## src/rtl/store_buffer_pkg.sv

```systemverilog
// rtl/store_buffer_pkg.sv - shared sizing constants and entry type for the store buffer
package store_buffer_pkg;
    localparam int SB_DEPTH  = 4;
    localparam int SB_ADDR_W = 32;
    localparam int SB_DATA_W = 32;
    localparam int SB_PTR_W  = $clog2(SB_DEPTH);
    localparam int SB_CNT_W  = SB_PTR_W + 1;

    typedef struct packed {
        logic [SB_ADDR_W-1:0] addr;
        logic [SB_DATA_W-1:0] data;
    } sb_entry_t;
endpackage

```

## src/rtl/store_buffer_if.sv

```systemverilog
// rtl/store_buffer_if.sv - core-side and memory-side signals of the store buffer
interface store_buffer_if #(
    parameter int DEPTH  = store_buffer_pkg::SB_DEPTH,
    parameter int ADDR_W = store_buffer_pkg::SB_ADDR_W,
    parameter int DATA_W = store_buffer_pkg::SB_DATA_W
);
    localparam int CNT_W = $clog2(DEPTH) + 1;

    logic              cpu_mem_write;
    logic              cpu_mem_read;
    logic [ADDR_W-1:0] cpu_addr;
    logic [DATA_W-1:0] cpu_wdata;
    logic [DATA_W-1:0] cpu_rdata;
    logic              cpu_stall;
    logic              mem_write;
    logic [ADDR_W-1:0] mem_waddr;
    logic [DATA_W-1:0] mem_wdata;
    logic              mem_ready;
    logic [ADDR_W-1:0] mem_raddr;
    logic [DATA_W-1:0] mem_rdata;
    logic              sb_empty;
    logic [CNT_W-1:0]  sb_count;

    // master is the core plus memory environment, slave is the buffer itself
    modport master (
        output cpu_mem_write, cpu_mem_read, cpu_addr, cpu_wdata, mem_ready, mem_rdata,
        input  cpu_rdata, cpu_stall, mem_write, mem_waddr, mem_wdata, mem_raddr,
               sb_empty, sb_count
    );

    modport slave (
        input  cpu_mem_write, cpu_mem_read, cpu_addr, cpu_wdata, mem_ready, mem_rdata,
        output cpu_rdata, cpu_stall, mem_write, mem_waddr, mem_wdata, mem_raddr,
               sb_empty, sb_count
    );
endinterface

```

## src/rtl/store_buffer_match.sv

```systemverilog
// rtl/store_buffer_match.sv - youngest-matching-entry search for load forwarding
module sb_match
    import store_buffer_pkg::*;
#(
    parameter int DEPTH  = SB_DEPTH,
    parameter int ADDR_W = SB_ADDR_W,
    parameter int DATA_W = SB_DATA_W
) (
    input  sb_entry_t                    entries_i [DEPTH],
    input  logic [DEPTH-1:0]             valid_i,
    input  logic [$clog2(DEPTH)-1:0]     tail_i,
    input  logic [ADDR_W-3:0]            lookup_word_i,
    output logic                         hit_o,
    output logic [DATA_W-1:0]            hit_data_o
);
    localparam int PTR_W = $clog2(DEPTH);

    logic [PTR_W-1:0] idx;

    // Walk from oldest (tail-DEPTH) to youngest (tail-1); later matches overwrite earlier ones.
    always_comb begin
        hit_o      = 1'b0;
        hit_data_o = '0;
        idx        = '0;
        for (int k = DEPTH; k >= 1; k--) begin
            idx = tail_i - PTR_W'(k);
            if (valid_i[idx] && (entries_i[idx].addr[ADDR_W-1:2] == lookup_word_i)) begin
                hit_o      = 1'b1;
                hit_data_o = entries_i[idx].data;
            end
        end
    end
endmodule

```

## src/rtl/store_buffer.sv

```systemverilog
// rtl/store_buffer.sv - posted-write FIFO between core data port and data memory
module store_buffer
    import store_buffer_pkg::*;
#(
    parameter int DEPTH  = SB_DEPTH,
    parameter int ADDR_W = SB_ADDR_W,
    parameter int DATA_W = SB_DATA_W
) (
    input  logic         clk,
    input  logic         rst,
    store_buffer_if.slave bus
);
    localparam int PTR_W = $clog2(DEPTH);
    localparam int CNT_W = PTR_W + 1;

    sb_entry_t         entries_q [DEPTH];
    logic [PTR_W-1:0]  head_q, head_d, tail_q, tail_d;
    logic [CNT_W-1:0]  count_q, count_d;
    logic [DEPTH-1:0]  valid;
    logic              full, push, pop, hit;
    logic [DATA_W-1:0] hit_data;

    assign full = (count_q == CNT_W'(DEPTH));
    assign pop  = bus.mem_write && bus.mem_ready;
    assign push = bus.cpu_mem_write && (!full || pop);

    assign bus.mem_write = (count_q != '0);
    assign bus.mem_waddr = entries_q[head_q].addr;
    assign bus.mem_wdata = entries_q[head_q].data;
    assign bus.mem_raddr = bus.cpu_addr;
    assign bus.cpu_stall = bus.cpu_mem_write && full && !pop;
    assign bus.sb_empty  = (count_q == '0);
    assign bus.sb_count  = count_q;
    assign bus.cpu_rdata = (bus.cpu_mem_read && hit) ? hit_data : bus.mem_rdata;

    // An entry is live when its distance from head is below the count.
    always_comb begin
        valid = '0;
        for (int i = 0; i < DEPTH; i++) begin
            valid[i] = (CNT_W'(PTR_W'(i) - head_q) < count_q);
        end
    end

    always_comb begin
        head_d  = head_q + PTR_W'(pop);
        tail_d  = tail_q + PTR_W'(push);
        count_d = count_q + CNT_W'(push) - CNT_W'(pop);
    end

    always_ff @(posedge clk or posedge rst) begin
        if (rst) begin
            head_q  <= '0;
            tail_q  <= '0;
            count_q <= '0;
        end else begin
            head_q  <= head_d;
            tail_q  <= tail_d;
            count_q <= count_d;
        end
    end

    // Payload needs no reset: liveness comes solely from head/count.
    always_ff @(posedge clk) begin
        if (push) begin
            entries_q[tail_q] <= '{addr: bus.cpu_addr, data: bus.cpu_wdata};
        end
    end

    sb_match #(
        .DEPTH  (DEPTH),
        .ADDR_W (ADDR_W),
        .DATA_W (DATA_W)
    ) u_match (
        .entries_i     (entries_q),
        .valid_i       (valid),
        .tail_i        (tail_q),
        .lookup_word_i (bus.cpu_addr[ADDR_W-1:2]),
        .hit_o         (hit),
        .hit_data_o    (hit_data)
    );

    a_no_read_write: assert property (@(posedge clk) disable iff (rst)
        !(bus.cpu_mem_write && bus.cpu_mem_read));
endmodule

```

## src/flat_wrapper.sv

```systemverilog
// flat-port wrapper written by rule: the top's interface ports become plain ports
module store_buffer_flat import store_buffer_pkg::*;
#(
    parameter int DEPTH  = SB_DEPTH,
    parameter int ADDR_W = SB_ADDR_W,
    parameter int DATA_W = SB_DATA_W
)
  (clk, rst, bus_cpu_mem_write, bus_cpu_mem_read, bus_cpu_addr, bus_cpu_wdata, bus_mem_ready, bus_mem_rdata, bus_cpu_rdata, bus_cpu_stall, bus_mem_write, bus_mem_waddr, bus_mem_wdata, bus_mem_raddr, bus_sb_empty, bus_sb_count);
  store_buffer_if #(.DEPTH(DEPTH), .ADDR_W(ADDR_W), .DATA_W(DATA_W)) bus_i ();
  input  logic clk;
  input  logic rst;
  input wire logic [$bits(bus_i.cpu_mem_write)-1:0] bus_cpu_mem_write;
  input wire logic [$bits(bus_i.cpu_mem_read)-1:0] bus_cpu_mem_read;
  input wire logic [$bits(bus_i.cpu_addr)-1:0] bus_cpu_addr;
  input wire logic [$bits(bus_i.cpu_wdata)-1:0] bus_cpu_wdata;
  input wire logic [$bits(bus_i.mem_ready)-1:0] bus_mem_ready;
  input wire logic [$bits(bus_i.mem_rdata)-1:0] bus_mem_rdata;
  output wire logic [$bits(bus_i.cpu_rdata)-1:0] bus_cpu_rdata;
  output wire logic [$bits(bus_i.cpu_stall)-1:0] bus_cpu_stall;
  output wire logic [$bits(bus_i.mem_write)-1:0] bus_mem_write;
  output wire logic [$bits(bus_i.mem_waddr)-1:0] bus_mem_waddr;
  output wire logic [$bits(bus_i.mem_wdata)-1:0] bus_mem_wdata;
  output wire logic [$bits(bus_i.mem_raddr)-1:0] bus_mem_raddr;
  output wire logic [$bits(bus_i.sb_empty)-1:0] bus_sb_empty;
  output wire logic [$bits(bus_i.sb_count)-1:0] bus_sb_count;
  assign bus_i.cpu_mem_write = bus_cpu_mem_write;
  assign bus_i.cpu_mem_read = bus_cpu_mem_read;
  assign bus_i.cpu_addr = bus_cpu_addr;
  assign bus_i.cpu_wdata = bus_cpu_wdata;
  assign bus_i.mem_ready = bus_mem_ready;
  assign bus_i.mem_rdata = bus_mem_rdata;
  assign bus_cpu_rdata = bus_i.cpu_rdata;
  assign bus_cpu_stall = bus_i.cpu_stall;
  assign bus_mem_write = bus_i.mem_write;
  assign bus_mem_waddr = bus_i.mem_waddr;
  assign bus_mem_wdata = bus_i.mem_wdata;
  assign bus_mem_raddr = bus_i.mem_raddr;
  assign bus_sb_empty = bus_i.sb_empty;
  assign bus_sb_count = bus_i.sb_count;
  store_buffer #(.DEPTH(DEPTH), .ADDR_W(ADDR_W), .DATA_W(DATA_W)) u_core (.clk(clk), .rst(rst), .bus(bus_i));
endmodule
```

## config.mk

```make
export PLATFORM = sky130hd
export DESIGN_NAME = store_buffer_flat
export DESIGN_NICKNAME = d
export VERILOG_FILES = /design/src/rtl/store_buffer_pkg.sv /design/src/rtl/store_buffer_if.sv /design/src/rtl/store_buffer_match.sv /design/src/rtl/store_buffer.sv /design/src/flat_wrapper.sv
export SDC_FILE = /design/constraint.sdc
export NUM_CORES = 1
export LEC_CHECK = 0
export BUFFER_PORTS_ARGS = -buffer_cell sky130_fd_sc_hd__buf_2
export CORE_MARGIN = 2
export CORE_UTILIZATION = 45
export CTS_CLUSTER_DIAMETER = 120
export DETAILED_ROUTE_END_ITERATION = 8
export GPL_TIMING_DRIVEN = 0
export PLACE_DENSITY = 0.67
export SYNTH_ARGS = -nofsm -noshare
export SYNTH_HDL_FRONTEND = slang
export SYNTH_SLANG_ARGS = --single-unit
```

## constraint.sdc

```tcl
create_clock -name clk -period 4.3 [get_ports clk]
set_clock_uncertainty 0.15 [all_clocks]
set_input_delay 0.215 -clock clk [delete_from_list [all_inputs] [get_ports clk]]
set_output_delay 0.215 -clock clk [all_outputs]
set_load 0.1 [all_outputs]
```

==> results of run 1 <==
-- sequential cells by signal, indices dropped and copies added (netlist names) --
name	cells
u_core.entries_q	256
u_core.bus.sb_count	3
u_core.head_q	2
u_core.tail_q	2
-- power groups by stage --
stage                     combinational, W  sequential [W]  clock, W
after floorplan                     0.0106         0.00388         0
after global routing                0.0147         0.00393   0.00273
final                               0.0141         0.00387   0.00260
after CTS                           0.0141         0.00384   0.00264
after global placement              0.0132         0.00393         0
after detailed placement            0.0134         0.00390         0
-- cell usage in the layout, fill, tap and decap left out, types with 30 or more instances in the layout --
cell	count
or2_2	33
nand2_1	36
edfxtp_1	256
a31o_4	32
xor2_1	32
buf_2	208
dlygate4sd3_1	66
and2_1	33
clkbuf_16	30
clkbuf_1	30
nand3_1	34
a211o_1	32
buf_4	61
buf_12	46
mux4_2	290
mux2i_1	35
xnor2_1	91
-- area by class of cell --
class,instances,area [µm²]
tap,539,674
inverter,15,90.1
sequential,263,7860
timing repair buffer,340,2780
fill,3220,17600
buffer,140,1080
clock buffer,36,782
multi-input combinational,793,10900
clock inverter,15,203
antenna,2,5.00
-- cells by family after synthesis --
family | count (synthesis) | share of synthesized area
simple gates | 226 | 0.0679
xor+xnor | 129 | 0.0591
buf+inv | 159 | 0.0465
compound gates | 89 | 0.0402
fa+ha+maj | 18 | 0.0122
flops | 263 | 0.411
mux | 331 | 0.363
-- per-layer routing --
layer,track usage,vias up,routed length (µm)
li1,-,5757,-
met1,0.356,7028,22300
met2,0.430,794,28400
met3,0.0523,113,5690
met4,0.0920,0,2020
met5,0,-,0
-- repair_timing --
action / 4_1_cts / 5_1_grt
hold endpoints to repair: 264 / 0
setup endpoints to repair: 32 / 32
gates resized for setup: 218 / 60
pin swaps: 22 / 24
hold buffers: 66 / 0
cloned: 1 / 2
buffers inserted: 18 / 17
-- worst max-delay path: stages (launching register included) --
cell,delay (ps)
dfrtp_1,390
buf_6,150
buf_12,150
clkinv_16,60
ha_4,270
buf_12,120
buf_4,110
buf_12,140
mux4_2,510
xor2_1,170
nor4_2,320
nand4_1,230
a2111o_1,440
buf_4,180
a41oi_4,220
buf_6,170
buf_6,130
and2b_1,190
a31o_4,230
buf_12,170
-- per-stage QoR --
step	setup slack (ps)	utilization	setup TNS [ps]	power, W
global placement	-2250	0.508	-219600	0.0171
finish	-1010	0.580	-30780	0.0206
global route	-1100	0.580	-33630	0.0214
detailed placement	-2300	0.511	-70180	0.0173
CTS	-1130	0.574	-34500	0.0206
floorplan	-85.1	-	-2560	0.0145
-- worst max-delay path by stage --
| stage | startpoint | cells after the start | slack, ps | endpoint |
|---|---|---|---|---|
| final | u_core.tail_q[1]$_DFF_PP0_ | 19 | -1010 | bus_cpu_rdata[0] |
| after global routing | u_core.tail_q[1]$_DFF_PP0_ | 18 | -1100 | bus_cpu_rdata[0] |
| after CTS | u_core.tail_q[0]$_DFF_PP0_ | 19 | -1130 | bus_cpu_rdata[4] |
| after detailed placement | u_core.tail_q[1]$_DFF_PP0_ | 19 | -2300 | bus_cpu_rdata[16] |
| after global placement | u_core.tail_q[1]$_DFF_PP0_ | 19 | -2250 | bus_cpu_rdata[16] |
| after floorplan | u_core.tail_q[0]$_DFF_PP0_ | 18 | -90 | bus_cpu_rdata[0] |
==> impl_metrics.py, run 1 <==
metrics = {
    "status": {
        "status": "finished, violations left",
        "violations": "setup timing",
    },
    "clocking": {
        "cts_max_path_buffers": 3,
        "cts.sinks": 263,
        "cts_buffers": 28,
        "insertion_delay_ps": 570,
        "cts-htree-levels": 1,
        "cts-root-buf": "clkbuf_16",
        "path_clk_slew_ps": 70,
        "cts_tree": "done",
    },
    "placed_design": {
        "dp_hpwl_um": 39100,
        "io_buffers": 234,
        "place_area_um2": 21400,
        "gp_congestion": 0.883,
        "placed_cells": 1992,
    },
    "cells_and_area": {
        "drive_gt1_frac": 0.502,
        "final_area_um2": 24300,
        "fin_nets": 1700,
        "syn2layout_area_growth_pct": 27.2,
        "final_cells": 2143,
    },
    "die": {
        "dieArea_um2": 44200,
        "die_x_um": 210,
        "start_util": 0.456,
        "design.core.area_um2": 41900,
        "rows": 75,
        "pin_count": 235,
        "chipHeight_um": 210,
    },
    "drt": {
        "via_per_inst": 6.39,
        "firstDrtPassIters": 5,
        "ant_nets": 0,
        "drc": 0,
        "wire_per_inst_um": 27.3,
        "vias": 13700,
        "totalWireLength_um": 58400,
        "drt_iter0_drc": 1368,
    },
    "timing": {
        "fmax_ghz": 0.188,
        "rsz0062_at_grt": "true",
        "worst_pin_slew_ps": 1130,
        "min_period_over_period": 1.24,
        "finalWorstSetupSlack_ps": -1010,
        "slew_headroom": 0.247,
        "final_max_slew_viol_count": 0,
        "hold_slack_ps": 31.5,
        "finalSetupViolCount": 32,
        "period_minus_slack_ps": 5310,
        "hold_viol": 0,
    },
    "critical_path": {
        "timing.rr.start": "u_core.tail_q[1]$_DFF_PP0_",
        "cp-start-kind": "flop",
        "cp_max_fo": 9,
        "crit_type": "reg -> out",
        "crit_arrival_ps": 4950,
        "ff2ff_path_depth": 7,
        "r2r-end": "u_core.tail_q[1]$_DFF_PP0_",
        "cp.required_ps": 3930,
        "endpoint_kind": "output pin",
        "rrSetupSlack_ps": 1230,
    },
    "yosys": {
        "yosysMostFrequentCell": "mux4_2",
        "yosys.area.top_type_share": 0.402,
        "synthArstFlopShare": 0.0266,
        "synth.yosys.seq_area_share": 0.411,
        "synth_top_area_cell": "edfxtp_1",
        "synth_ff_type": "edfxtp_1",
        "yosysWarnings": 0,
        "synth-edff-count": 256,
        "syn_inst": 1215,
        "synthesis.area_um2": 19100,
        "syn_nets": 1334,
        "synth.area.top_cells": "edfxtp_1, mux4_2, xnor2_1",
        "avgSynthCellArea_um2": 15.7,
        "yosysUniqueCellTypes": 49,
        "netlist_top_cells_count": "mux4_2, edfxtp_1, xnor2_1, clkbuf_1",
        "synth-seq-cells": 263,
    },
    "global_routing": {
        "grt_antenna_before_repair": 1,
        "grt_usage": 0.264,
        "overflow": 0,
        "grt_max_degree": 46,
        "grt_first_pass_wirelength_um": 86300,
        "grt_pass1_vias": 13500,
    },
    "power": {
        "powerDensity_nw_per_um2": 847,
        "p_sw_w": 0.0100,
        "p_leak_nw": 9.00,
        "seqPwrFrac": 0.188,
        "internal_power_w": 0.0106,
        "peakVddDrop_v": 0.000837,
        "pwr-share-clk": 0.126,
        "swShare": 0.486,
        "pwr-share-comb": 0.686,
    },
    "worst_hold_path": {
        "min_path_type": "in -> async",
    },
    "flow_run": {
        "max_cap_violations": 0,
    },
}
Note: power is estimated with default switching activity, not from simulation.
==> run 2, diff against run 1 <==
- PLACE_DENSITY: 0.67 -> 0.72
==> impl_metrics.py, run 2 (synthesis results as in run 1) <==
metrics = {
    "status": {
        "status": "finished, violations left",
        "violations": "setup timing",
    },
    "clocking": {
        "cts-root-buf": "clkbuf_16",
        "cts_buffers": 29,
        "insertion_delay_ps": 580,
        "cts.sinks": 263,
        "cts-htree-levels": 1,
        "cts_tree": "done",
        "path_clk_slew_ps": 70,
        "cts_max_path_buffers": 3,
    },
    "power": {
        "pwr-share-clk": 0.125,
        "powerDensity_nw_per_um2": 852,
        "pwr-share-comb": 0.688,
        "internal_power_w": 0.0106,
        "p_sw_w": 0.0101,
        "swShare": 0.487,
        "p_leak_nw": 8.93,
        "peakVddDrop_v": 0.000737,
        "seqPwrFrac": 0.187,
    },
    "drt": {
        "met2_length_um": 28900,
        "drt_iter0_drc": 1696,
        "wire_per_inst_um": 27.5,
        "ant_nets": 0,
        "via_per_inst": 6.52,
        "wl_met3_um": 5990,
        "highest_layer": "met4",
        "vias": 14000,
        "drc": 0,
        "wl_met1_um": 21400,
        "totalWireLength_um": 58800,
        "firstDrtPassIters": 5,
    },
    "die": {
        "pin_count": 235,
        "die_x_um": 210,
        "start_util": 0.456,
        "dieArea_um2": 44200,
        "chipHeight_um": 210,
        "rows": 75,
        "design.core.area_um2": 41900,
    },
    "timing": {
        "worst_pin_slew_ps": 1180,
        "finalWorstSetupSlack_ps": -1020,
        "rsz0062_at_grt": "true",
        "final_max_slew_viol_count": 0,
        "min_period_over_period": 1.24,
        "setup-tns-final_ps": -31040,
        "hold_slack_ps": 47.5,
        "slew_headroom": 0.214,
        "hold_viol": 0,
        "period_minus_slack_ps": 5320,
        "fmax_ghz": 0.188,
        "finalSetupViolCount": 32,
    },
    "global_routing": {
        "grt_max_degree": 40,
        "grt_first_pass_wirelength_um": 87300,
        "grt_usage": 0.265,
        "grt_pass1_vias": 13700,
        "grt_antenna_before_repair": 1,
        "overflow": 0,
    },
    "placed_design": {
        "dp_hpwl_um": 38800,
        "gp_congestion": 0.893,
        "place_area_um2": 21400,
        "placed_cells": 1992,
        "io_buffers": 234,
    },
    "cells_and_area": {
        "largest_reg_flops": 256,
        "final_cell_mix": "mux4_2, edfxtp_1, buf_2",
        "drive_gt1_frac": 0.502,
        "layout_commonest_cell": "mux4_2",
        "syn2layout_area_growth_pct": 26.8,
        "fin_nets": 1696,
        "fillers": 3190,
        "final_cells": 2139,
        "final_area_um2": 24300,
        "largest_register": "u_core.entries_q",
    },
    "critical_path": {
        "path_cells": "buf_12, buf_12, buf_12, inv_6, ha_4, buf_12, buf_12, mux4_2, xor2_2, nor4_2, nand4_1, a2111o_1, and3b_1, buf_12, buf_12, a211o_1, a31o_4, buf_12",
        "path_buf_inv": 9,
        "rrSetupSlack_ps": 1000,
        "critPathLaunch": "u_core.tail_q[0]$_DFF_PP0_",
        "timing.rr.start": "u_core.tail_q[1]$_DFF_PP0_",
        "critPathTopFamily": "buffers and inverters",
        "r2r-end": "u_core.tail_q[1]$_DFF_PP0_",
        "ff2ff_path_depth": 7,
        "cp-start-kind": "flop",
        "crit_path_top_delay_cell": "mux4_2",
        "cp.required_ps": 3930,
        "endpoint_kind": "output pin",
        "crit_path_end": "bus_cpu_rdata[22]",
        "max_stage_delay_ps": 530,
        "crit_type": "reg -> out",
        "crit_arrival_ps": 4960,
        "cp.depth": 18,
        "crit_top_cell": "buf_12",
        "cp_max_fo": 7,
    },
    "flow_run": {
        "max_cap_violations": 0,
    },
    "worst_hold_path": {
        "min_path_type": "in -> async",
    },
}
==> run 2: cell count changes in the layout (fill, tap and decap cells not counted), sizes merged <==
cell	delta
clkinvlp	+1
clkdlybuf4s15	+1
inv	+1
clkinv	+3
buf	-9
diode	-1
==> run 2: power groups by stage <==
stage	logic (W)	clock network (W)	registers, W
2_1_floorplan	0.0106	0	0.00388
3_3_place_gp	0.0132	0	0.00392
3_5_place_dp	0.0134	0	0.00389
4_1_cts	0.0141	0.00262	0.00384
5_1_grt	0.0148	0.00272	0.00393
6_report	0.0142	0.00259	0.00387
==> run 2: worst register-to-register path, delay by kind of cell, from the launching register on <==
family    cells  cell delay [ps]
flops         1              380
buf+inv       6             2440
xor+xnor      1              150
==> run 2: metrics by stage <==
stage	power, W	setup slack (ps)	util
final	0.0207	-1020	0.578
after global routing	0.0214	-1110	0.578
after CTS	0.0205	-1140	0.575
after detailed placement	0.0172	-2090	0.511
after global placement	0.0171	-2130	0.508
after floorplan	0.0145	-85.1	-
==> run 2: what timing repair did <==
action | 4_1_cts | 5_1_grt
endpoints found under the hold margin | 264 | 0
resized for setup | 209 | 48
pin swaps | 19 | 15
gates cloned | 4 | 1
endpoints found under the setup margin | 32 | 32
hold buffers | 66 | 0
setup buffers | 19 | 8
==> run 2: how the worst min path moves through the flow <==
stage          from                               end  slack (ps)  cells past startpoint
3_5_place_dp    rst        u_core.tail_q[1]$_DFF_PP0_          90                      2
5_1_grt         rst        u_core.tail_q[1]$_DFF_PP0_          90                      3
2_1_floorplan   rst  u_core.bus.sb_count[0]$_DFF_PP0_        -130                      1
3_3_place_gp    rst        u_core.tail_q[1]$_DFF_PP0_          80                      2
4_1_cts         rst        u_core.tail_q[1]$_DFF_PP0_          40                      3
6_report        rst        u_core.tail_q[1]$_DFF_PP0_          50                      3
==> run 2: area by class of cell <==
type / instances / area (µm²) / share of cell area
Clock buffer: 33 / 761 / 0.0314
Inverter: 15 / 68.8 / 0.00284
Multi-Input combinational cell: 793 / 10800 / 0.447
Timing Repair Buffer: 334 / 2750 / 0.113
Antenna cell: 1 / 2.50 / 0.000103
Clock inverter: 20 / 230 / 0.00949
Sequential cell: 263 / 7860 / 0.324
Buffer: 141 / 1070 / 0.0439
Tap cell: 539 / 674 / 0.0278
==> run 2: metal layers <==
layer  vias to the layer above  track usage
li1                       5735            -
met1                      7038        0.355
met2                      1016        0.439
met3                       161       0.0408
met4                         0        0.106
met5                         -            0
